File: src/rtl/demux_scan_ctrl.sv
// -----------------------------------------------------------------------------
// demux_scan_ctrl
//
// Upstream sequencer for the 1x16 demultiplexer stage. A 16-bit word is taken
// in through a valid/ready handshake and then scanned out one bit per clock:
// during the slot for channel n the block drives the demux data input `a` with
// bit n of the word and the channel select {s3,s2,s1,s0} with n, so the bit
// lands on demux output y[n]. Frame status is reported through `busy` and a
// one-cycle `frame_done` pulse.
//
// Ports
//   clk         in   1   rising-edge clock
//   rst         in   1   asynchronous, active-high reset
//   in_data     in   16  word to scan, bit n goes to channel n
//   in_valid    in   1   in_data is valid
//   in_ready    out  1   block can accept a word this cycle (state IDLE)
//   a           out  1   demux data input (registered)
//   s0..s3      out  1   demux channel select, s3 is the MSB (registered)
//   strobe      out  1   a / s3..s0 carry a live scan slot this cycle
//   busy        out  1   frame in progress (state SCAN)
//   frame_done  out  1   one-cycle pulse in the cycle after a frame's last slot
//
// Build option
//   DEMUX_SCAN_SKIP_ZERO_EN  when defined, zero bits get no scan slot: only
//                            channels whose bit is set are strobed (with a=1),
//                            and an all-zero word finishes immediately with a
//                            frame_done pulse and no strobe.
//
// Handshake: a word is transferred on a rising edge where in_valid and
// in_ready are both high. in_ready depends on state only, never on in_valid,
// and in_data/in_valid are ignored while in_ready is low. in_valid may drop at
// any time without consequence; each accepted word is scanned exactly once.
// -----------------------------------------------------------------------------
module demux_scan_ctrl (
    input  logic        clk,
    input  logic        rst,
    input  logic [15:0] in_data,
    input  logic        in_valid,
    output logic        in_ready,
    output logic        a,
    output logic        s0,
    output logic        s1,
    output logic        s2,
    output logic        s3,
    output logic        strobe,
    output logic        busy,
    output logic        frame_done
);

    typedef enum logic {
        IDLE = 1'b0,
        SCAN = 1'b1
    } state_t;

    state_t      state;
    state_t      state_next;

    logic [15:0] word_q;     // captured word (skip-zero: bits still to scan)
    logic [3:0]  idx;        // channel of the current slot
    logic        a_q;        // registered demux data bit
    logic        done_q;     // frame_done pulse register

    logic        accept;     // handshake completes on this edge
    logic        last_slot;  // current slot is the final one of the frame

    assign accept = in_valid && (state == IDLE);

`ifdef DEMUX_SCAN_SKIP_ZERO_EN
    logic [15:0] word_clr;   // word with the current slot's bit retired

    // Index of the lowest set bit; 0 for an all-zero word.
    function automatic logic [3:0] lowest_set(input logic [15:0] w);
        lowest_set = 4'd0;
        for (int i = 15; i >= 0; i--) begin
            if (w[i]) begin
                lowest_set = 4'(i);
            end
        end
    endfunction

    assign word_clr  = word_q & ~(16'd1 << idx);
    // The frame ends once the slot being shown was the highest set bit.
    assign last_slot = (word_clr == 16'd0);
`else
    logic [3:0]  idx_inc;

    assign idx_inc   = idx + 4'd1;
    // Channel 15 is the only way out of SCAN; idx never wraps in a frame.
    assign last_slot = (idx == 4'd15);
`endif

    // -------------------------------------------------------------------------
    // State register
    // -------------------------------------------------------------------------
    always_ff @(posedge clk or posedge rst) begin
        if (rst) begin
            state <= IDLE;
        end else begin
            state <= state_next;
        end
    end

    // -------------------------------------------------------------------------
    // Next-state logic
    // -------------------------------------------------------------------------
    always_comb begin
        state_next = state;
        case (state)
            IDLE: begin
                if (accept) begin
`ifdef DEMUX_SCAN_SKIP_ZERO_EN
                    // An empty word has nothing to scan and stays in IDLE.
                    if (in_data != 16'd0) begin
                        state_next = SCAN;
                    end
`else
                    state_next = SCAN;
`endif
                end
            end
            SCAN: begin
                if (last_slot) begin
                    state_next = IDLE;
                end
            end
            default: state_next = IDLE;
        endcase
    end

    // -------------------------------------------------------------------------
    // Datapath: word capture, slot index, data bit and frame_done pulse.
    // a_q and idx are loaded one edge ahead so that they already hold the
    // values of the slot being entered.
    // -------------------------------------------------------------------------
    always_ff @(posedge clk or posedge rst) begin
        if (rst) begin
            word_q <= 16'd0;
            idx    <= 4'd0;
            a_q    <= 1'b0;
            done_q <= 1'b0;
        end else begin
            done_q <= 1'b0;
            case (state)
                IDLE: begin
                    if (accept) begin
                        word_q <= in_data;
`ifdef DEMUX_SCAN_SKIP_ZERO_EN
                        if (in_data == 16'd0) begin
                            idx    <= 4'd0;
                            a_q    <= 1'b0;
                            done_q <= 1'b1;
                        end else begin
                            idx <= lowest_set(in_data);
                            a_q <= 1'b1;
                        end
`else
                        idx <= 4'd0;
                        a_q <= in_data[0];
`endif
                    end
                end
                SCAN: begin
                    if (last_slot) begin
                        // Back to IDLE with select and data at zero.
                        idx    <= 4'd0;
                        a_q    <= 1'b0;
                        done_q <= 1'b1;
`ifdef DEMUX_SCAN_SKIP_ZERO_EN
                        word_q <= word_clr;
`endif
                    end else begin
`ifdef DEMUX_SCAN_SKIP_ZERO_EN
                        word_q <= word_clr;
                        idx    <= lowest_set(word_clr);
                        a_q    <= 1'b1;
`else
                        idx    <= idx_inc;
                        a_q    <= word_q[idx_inc];
`endif
                    end
                end
                default: begin
                    idx <= 4'd0;
                    a_q <= 1'b0;
                end
            endcase
        end
    end

    // -------------------------------------------------------------------------
    // Outputs: registers or pure state decode, no path from in_valid/in_data.
    // -------------------------------------------------------------------------
    assign in_ready   = (state == IDLE);
    assign busy       = (state == SCAN);
    assign strobe     = (state == SCAN);
    assign a          = a_q;
    assign s0         = idx[0];
    assign s1         = idx[1];
    assign s2         = idx[2];
    assign s3         = idx[3];
    assign frame_done = done_q;

endmodule

File: config.mk
export PLATFORM = sky130hd
export DESIGN_NAME = demux_scan_ctrl
export DESIGN_NICKNAME = d
export VERILOG_FILES = /design/src/rtl/demux_scan_ctrl.sv
export SDC_FILE = /design/constraint.sdc
export NUM_CORES = 1
export LEC_CHECK = 0
export CELL_PAD_IN_SITES_DETAIL_PLACEMENT = 0
export CELL_PAD_IN_SITES_GLOBAL_PLACEMENT = 1
export CORE_MARGIN = 3
export CORE_UTILIZATION = 38
export DETAILED_ROUTE_END_ITERATION = 7
export PLACE_DENSITY = 0.83
export SYNTH_ARGS = -nofsm -noshare
export SYNTH_HDL_FRONTEND = slang
export SYNTH_SLANG_ARGS = --single-unit
export TNS_END_PERCENT = 5
File: constraint.sdc
create_clock -name clk -period 2.35 [get_ports clk]
set_input_delay 0.235 -clock clk [delete_from_list [all_inputs] [get_ports clk]]
set_output_delay 0.235 -clock clk [all_outputs]
set_load 0.03 [all_outputs]
Yosys cells after proc, flatten, opt, wreduce, memory -nomap -nowiden
Cells that the tools add are included.
{"block": "op_classes", "addsub": 1, "order_cmp": 1, "eq_ne": 2, "muxes": 13, "bitwise": 1, "n_reduce_logical": 2}
{"operator": "4-bit two-way mux", "n": 2}
{"operator": "4-bit one-hot mux with 2 select lines", "n": 1}
{"operator": "1-bit two-way mux", "n": 7}
{"operator": "4-bit by 5-bit less-than comparator with 1-bit output, second input constant", "n": 1}
{"operator": "4-bit by 1-bit adder with 4-bit output, second input constant", "n": 1}
{"operator": "1-bit binary-select mux with 4-bit select", "n": 1}
{"operator": "4-bit equality test, second input constant", "n": 1}
{"operator": "1-bit one-hot mux with 2 select lines", "n": 2}
{"operator": "2-bit by 1-bit inequality test with 1-bit output, second input constant", "n": 1}
{"operator": "2-bit AND reduction", "n": 1}
{"operator": "1-bit logical AND", "n": 1}
{"operator": "1-bit NOT", "n": 1}
{"block": "totals", "reg_bits": 23, "in_bits": 19, "out_inout_bits": 9, "wordCells": 25}

Logic depth before layout (Yosys ltp)
Gate-level depths: netlist of run 1.
{"block": "logic_depth", "depth_word": 5, "mapped_depth": 5, "ltp_nobuf": 5}

Least setup slack after synthesis of run 1
Ideal clock, no wire load.
{"block": "synth_timing", "path_kind": "reg2reg", "startpoint": "register idx[0]", "endpoint": "register a_q, in the netlist a", "setup_ns": 0.125, "arrival_time_ns": 1.886, "required_time_ns": 2.225, "slack_ns": 0.339, "path_stages_with_launch": 6, "n_path_buf": 0, "synth_period_minus_slack_ns": 2.011, "path_cell_list": "dfrtp_1 > ha_1 > mux4_2 > mux2_4 > a31oi_1 > o21ai_1"}
{"block": "synth_between", "elab_chain_cells": 5, "word_cells_on_any_way": 6, "cone_classes": "1 x add/sub; 1 x eq/ne; 4 x mux"}
{"element": "start, declared", "line": "59", "source": "logic [3:0] idx;"}
{"element": "start signal, assigned", "line": "177", "source": "idx <= idx_inc;"}
{"element": "4-bit by 1-bit adder with 4-bit output", "line": "87", "source": "assign idx_inc = idx + 4'd1;"}
{"element": "1-bit binary-select mux with 4-bit select", "line": "178", "source": "a_q <= word_q[idx_inc];"}
{"element": "1-bit two-way mux (implied by the code)", "line": "178"}
{"element": "1-bit two-way mux (*)", "line": "163", "source": "if (last_slot) begin"}
{"element": "1-bit one-hot mux with 2 select lines (*)", "line": "143", "source": "case (state)"}
{"element": "end signal, assigned", "line": "158", "source": "a_q <= in_data[0];"}
{"element": "end signal, assigned", "line": "178"}
{"element": "end, declared", "line": "60", "source": "logic a_q;"}
Every way passes the cells marked *; elsewhere a longest branch is shown, timed or not. The select of a mux whose other input is x is not followed.
A chain may end at the register's enable or synchronous reset.

Worst setup path in the final report of run 1
{"block": "layout_timing", "startpoint": "register idx[1]", "endpoint": "register a_q, in the netlist a"}
The elaborated chain is that of the path after synthesis.

==> impl_metrics.ini, run 1 <==
[clocking]
cts_tree = built
post_cts_resized = 0
numClockSinks = 23
cts.clk_slew.worst_paths_ns = 0.12
root_buffer = clkbuf_4
cts_buffers = 3
cts_hold_buffers = 0
insertion_delay_ns = 0.31
cts-htree-levels = 1
clockBufferDepth = 2
postCtsSetupBuffers = 0

[place]
pre_cts_ws_ns = 0.373
port_buffers = 27
hpwlAfterDp_um = 1560
postPlaceCellArea_um2 = 1400
place_inst = 139
gp_congestion = 0.789

[layout]
stdcell_count = 143
fin_nets = 133
postLayoutCellArea_um2 = 1430
antennaDiodeCount = 0
syn2layout_area_growth_pct = 27.9
drive_gt1_share_pct = 9.82

[synthesis]
synth.area.top_cells = dfrtp_1 52%, mux2_1 16%, mux2i_1 4.5%
synth_fp_nets = 105
yosys_register_bits = 23
yosysSeqAreaShare_pct = 51.6
synthCells = 85
synth_area_leader_cell = dfrtp_1
yosys_most_used_dff = dfrtp_1
synth-edff-count = 0
yosysTopAreaCellShare_pct = 51.6
synth.avg_cell_area_um2 = 13.1
synth-warning-count = 0
synth_area_um2 = 1120
async_reset_ff_share_pct = 100
synth_cell_type_count = 27

[timing]
hold_slack_ns = 0.388
max_freq_mhz = 506
fin_ws_ns = 0.372
finalSetupViolations = 0
rsz0062_at_grt = false
worst_pin_slew_ns = 0.861
setup-tns-final_ns = 0
slew_viol_final = 0
hold_violations = 0
finalCritPeriodShare_pct = 84.2
period_needed_ns = 1.98
clock_skew_ns = 0.000713
relSlewSlack_pct = 42.5

[run]
max_cap_violations = 0

[global_route]
met2_usage_pct = 19.8
grt_pass1_vias = 706
grt.overflow.total = 0
antenna_found_initial = 0
grt_usage_pct = 13.1
grt_start_max_net_pins = 24
grt_pass1_wl_um = 3480
use_met3_pct = 1.94
grt_use_met1_pct = 18.4
grt.busiest_layer = met2

[route]
ant_nets = 0
dr.pass1.iters = 4
avgRoutedWirePerCell_um = 14.5
viasPerCell = 5.24
drt_iter0_drc = 19
vias = 749
drt_wl_total_um = 2070
drcViolationCount = 0

[pwr]
power.density_nw_per_um2 = 1320
cellLeakagePower_uw = 0.000624
ir_drop_uv = 698

[worst_setup_path]
worstSetupStartpointType = flop
worstPathMaxFanout = 6
timing.rr.start = idx[1]
r2r.worst_path.cells = 5
cp.arrival_ns = 2.18
critPathKind = flop to flop
end_kind = flop
required_ns = 2.56
rrSetupSlack_ns = 0.37
r2r-end = a

[die]
pin_count = 28
chipWidth_um = 60.2
start_util_pct = 40.1
die_area_um2 = 3620
die_h_um = 60.2
rows = 19
design.core.area_um2 = 2780

[worst_hold_path]
hp-class = input pin to asynchronous set/reset pin

[status]
status = complete, no violations
-- metrics by stage --
step,utilization [%],total power (uW)
after floorplan,-,1460
after global placement,50.4,1680
after detailed placement,50.4,1720
after CTS,51.3,1900
after global routing,51.3,2020
final,51.3,1880
-- worst max path at each step --
stage / startpoint / endpoint / slack (ns) / cells past startpoint
final: idx[1] / a / 0.37 / 5
after global routing: idx[1] / a / 0.22 / 5
after CTS: idx[1] / a / 0.37 / 5
after detailed placement: idx[1] / a / 0.37 / 5
after global placement: idx[1] / a / 0.46 / 5
after floorplan: idx[0] / a / 0.34 / 5
-- cells by family after synthesis --
logic type	Yosys count	share of synthesized area, %
fa+ha+maj	1	1.12
mux	25	28.4
xor+xnor	1	1.46
compound gates	12	6.95
flops	23	51.6
buf+inv	8	4.15
simple gates	15	6.39
-- report_power, final --
group	switching [uW]	leakage (uW)	total, uW	internal [uW]
Combinational	442	0.000330	974	532
Sequential	143	0.000279	725	583
Clock	115	0.0000150	181	66.3
-- synthesized netlist by cell type (2+ instances only) --
cell type,number
dfrtp_1,23
mux2_1,16
mux2i_1,5
buf_2,4
nand2_1,4
nor2_1,4
o21ai_1,4
a31oi_1,3
nand3_1,3
mux4_2,2
-- metal layers --
layer  wire length [um]  vias up  share of wire [%]
li1                   -      360                  -
met1                937      361                 45
met2                974       23                 47
met3                128        5                6.2
met4                 33        0                1.6
met5                  0        -                  0
-- worst max-delay path: stages (launching register included) --
cell     delay, ns
dfrtp_1       0.45
ha_1          0.40
mux4_2        0.51
mux2_4        0.26
a31oi_1       0.17
o21ai_1       0.08
-- layout make-up --
cell class	instances	area [um^2]
Tap cell	31	38.8
Timing Repair Buffer	29	285
Inverter	2	7.51
Clock buffer	4	26.3
Multi-Input combinational cell	54	494
Fill cell	253	1350
Sequential cell	23	576
-- flip-flops by register name (all words and copies together), names as in the netlist --
name / flops
a: 1
busy: 1
frame_done: 1
idx: 4
word_q: 16
-- placed cells by master (no fill, tap or decap) --
cell type / synthesis / routed
clkdlybuf4s50_1: 0 / 27
dfrtp_1: 23 / 23
mux2_1: 16 / 16
mux2i_1: 5 / 5
nor2_1: 4 / 4
o21ai_1: 4 / 4
nand2_1: 4 / 4
nand3_1: 3 / 3
a31oi_1: 3 / 3
clkbuf_4: 0 / 3
mux4_2: 2 / 2
buf_4: 1 / 2
nor2b_1: 1 / 1
xor2_2: 1 / 1
mux4_1: 1 / 1
nand3b_1: 1 / 1
a21o_1: 1 / 1
nand4_1: 1 / 1
mux2_4: 1 / 1
nand2b_1: 1 / 1
o21bai_1: 1 / 1
inv_2: 1 / 1
a21oi_1: 1 / 1
o31ai_1: 1 / 1
inv_1: 1 / 1
a32o_2: 1 / 1
ha_1: 1 / 1
clkbuf_1: 0 / 1
(Power assumes the default switching activity.)
==> run 2: changes to the inputs <==
--- a/config.mk
+++ b/config.mk
@@ -8,9 +8,9 @@
 export CELL_PAD_IN_SITES_DETAIL_PLACEMENT = 0
 export CELL_PAD_IN_SITES_GLOBAL_PLACEMENT = 1
 export CORE_MARGIN = 3
-export CORE_UTILIZATION = 38
+export CORE_UTILIZATION = 34
 export DETAILED_ROUTE_END_ITERATION = 7
-export PLACE_DENSITY = 0.83
+export PLACE_DENSITY = 0.79
 export SYNTH_ARGS = -nofsm -noshare
 export SYNTH_HDL_FRONTEND = slang
 export SYNTH_SLANG_ARGS = --single-unit
==> constraint.sdc (replaced) <==
create_clock -name clk -period 1.77 [get_ports clk]
set_input_delay 0.177 -clock clk [delete_from_list [all_inputs] [get_ports clk]]
set_output_delay 0.177 -clock clk [all_outputs]
set_load 0.03 [all_outputs]
==> impl_metrics.ini, run 2 (synthesis results as in run 1) <==
[status]
status = complete, but fails checks
violations = setup timing

[timing]
clock_skew_ns = 0.00340
fin_ws_ns = -0.0549
finalSetupViolations = 1
rsz0062_at_grt = true
relSlewSlack_pct = 77.5
max_freq_mhz = 548
finalCritPeriodShare_pct = 103
worst_pin_slew_ns = 0.337
slew_viol_final = 0
setup-tns-final_ns = -0.0549
period_needed_ns = 1.82
hold_violations = 0

[pwr]
combinationalPowerShare_pct = 53.7
clkPwrFrac_pct = 9.0
p_sw_share_pct = 36.6
netSwitchingPower_uw = 937
ir_drop_uv = 694
cellLeakagePower_uw = 0.000668
internal-power_uw = 1620
power_frac_seq_pct = 37.3
power.density_nw_per_um2 = 1700

[route]
vias = 754
drt_wl_total_um = 2050
ant_nets = 0
drt_iter0_drc = 6
dr.pass1.iters = 3
viasPerCell = 4.71
drcViolationCount = 0
avgRoutedWirePerCell_um = 12.8

[layout]
multi_input_area_um2 = 507
drive_gt1_share_pct = 16.4
reg_top3 = word_q (16), idx (4)
mostFrequentLayoutCells = 21 x dfrtp_1, 21 x clkdlybuf4s50_1, 16 x mux2_1
top_register = word_q
syn2layout_area_growth_pct = 34.6
antennaDiodeCount = 0
fin_nets = 137
regArea_um2 = 578
final_util_pct = 48.4
largest_reg_flops = 16
fillers = 304

[clocking]
cts_tree = built
clockBufferDepth = 2
cts.clk_slew.worst_paths_ns = 0.12
insertion_delay_ns = 0.30
root_buffer = clkbuf_4
numClockSinks = 23
cts_buffers = 3
cts-htree-levels = 1

[worst_setup_path]
slowest_stage = mux4_2
worstPathMaxFanout = 2
cp.arrival_ns = 2.02
rrSetupSlack_ns = -0.05
worstSetupStartpointType = flop
path_cells = ha_4 -> mux4_2 -> mux2_4 -> a31oi_1 -> o21ai_1
end_kind = flop
r2r-end = a
cpPeakStageDelay_ns = 0.49
critPathKind = flop to flop
timing.rr.start = idx[1]
required_ns = 1.97
r2r.worst_path.cells = 5

[run]
max_cap_violations = 0

[die]
die_h_um = 63.3
design.core.area_um2 = 3100
chipWidth_um = 63.3
start_util_pct = 36.0
die_area_um2 = 4010
rows = 20
pin_count = 28

[global_route]
grt.overflow.total = 0
grt_start_max_net_pins = 24
grt_pass1_vias = 778
grt_pass1_wl_um = 3620
antenna_found_initial = 0
grt_usage_pct = 11.6

[place]
pre_cts_ws_ns = -0.0346
port_buffers = 27
gp_congestion = 0.740
hpwlAfterDp_um = 1590

[worst_hold_path]
hp-class = input pin to asynchronous set/reset pin
## run 2: changes by cell type in the layout (fill, tap and decap cells not counted)
cell | before | now
buf_12 | 0 | 1
buf_4 | 2 | 5
clkbuf_1 | 1 | 0
clkdlybuf4s50_1 | 27 | 21
clkinv_2 | 0 | 1
dfrtp_1 | 23 | 21
dfrtp_2 | 0 | 2
dlygate4sd2_1 | 0 | 4
dlymetal6s2s_1 | 0 | 2
ha_1 | 1 | 0
ha_4 | 0 | 1
## run 2: power groups by stage
stage	Clock, uW	Sequential, uW	Combinational (uW)
after floorplan	0	1040	943
after global placement	0	969	1370
after detailed placement	0	974	1420
after CTS	244	958	1400
after global routing	268	996	1510
final	229	955	1380
## run 2: cell type report
class,instances,area share (%)
timing repair buffer,33,21.8
clock buffer,3,1.50
multi-input combinational,54,33.7
clock inverter,1,0.333
inverter,2,0.500
sequential,23,38.5
tap,44,3.66
## run 2: worst max-delay path by stage
| stage | start | to | slack [ns] | cells after the start |
|---|---|---|---|---|
| after floorplan | idx[0] | a | -0.10 | 5 |
| after global placement | idx[0] | a | 0.01 | 5 |
| after detailed placement | idx[0] | a | -0.03 | 5 |
| after CTS | idx[1] | a | -0.06 | 5 |
| after global routing | idx[1] | a | -0.11 | 5 |
| final | idx[1] | a | -0.05 | 5 |
## run 2: stage by stage
step | area (um^2) | cells | hold WS (ns) | power (uW)
3_3_place_gp | 1480 | 156 | 0.472 | 2340
4_1_cts | 1500 | 160 | 0.196 | 2600
3_5_place_dp | 1480 | 156 | 0.475 | 2390
2_1_floorplan | 1130 | 85 | 0.179 | 1980
6_report | 1500 | 160 | 0.200 | 2560
5_1_grt | 1500 | 160 | 0.230 | 2780
## run 2: worst max-delay path, delay by kind of cell, from the launching register on
kind | cells | cell delay [ns]
muxes | 2 | 0.75
DFF | 1 | 0.45
adders and majority gates | 1 | 0.27
AOI/OAI and AO/OA | 2 | 0.25
## run 2: repair_timing
item,4_1_cts,5_1_grt
endpoints found under the setup margin,5,3
pin swaps,0,2
hold buffers,0,0
gates resized for setup,4,2
endpoints found under the hold margin,0,0
buffers inserted,0,0
## run 2: per-layer routing
layer / global-route usage, % / vias to the layer above / share of wire, %
met5: 0 / - / 0
li1: - / 370 / -
met2: 18.2 / 22 / 47
met1: 14.5 / 356 / 44
met4: 7.82 / 0 / 3.1
met3: 2.14 / 6 / 6.0
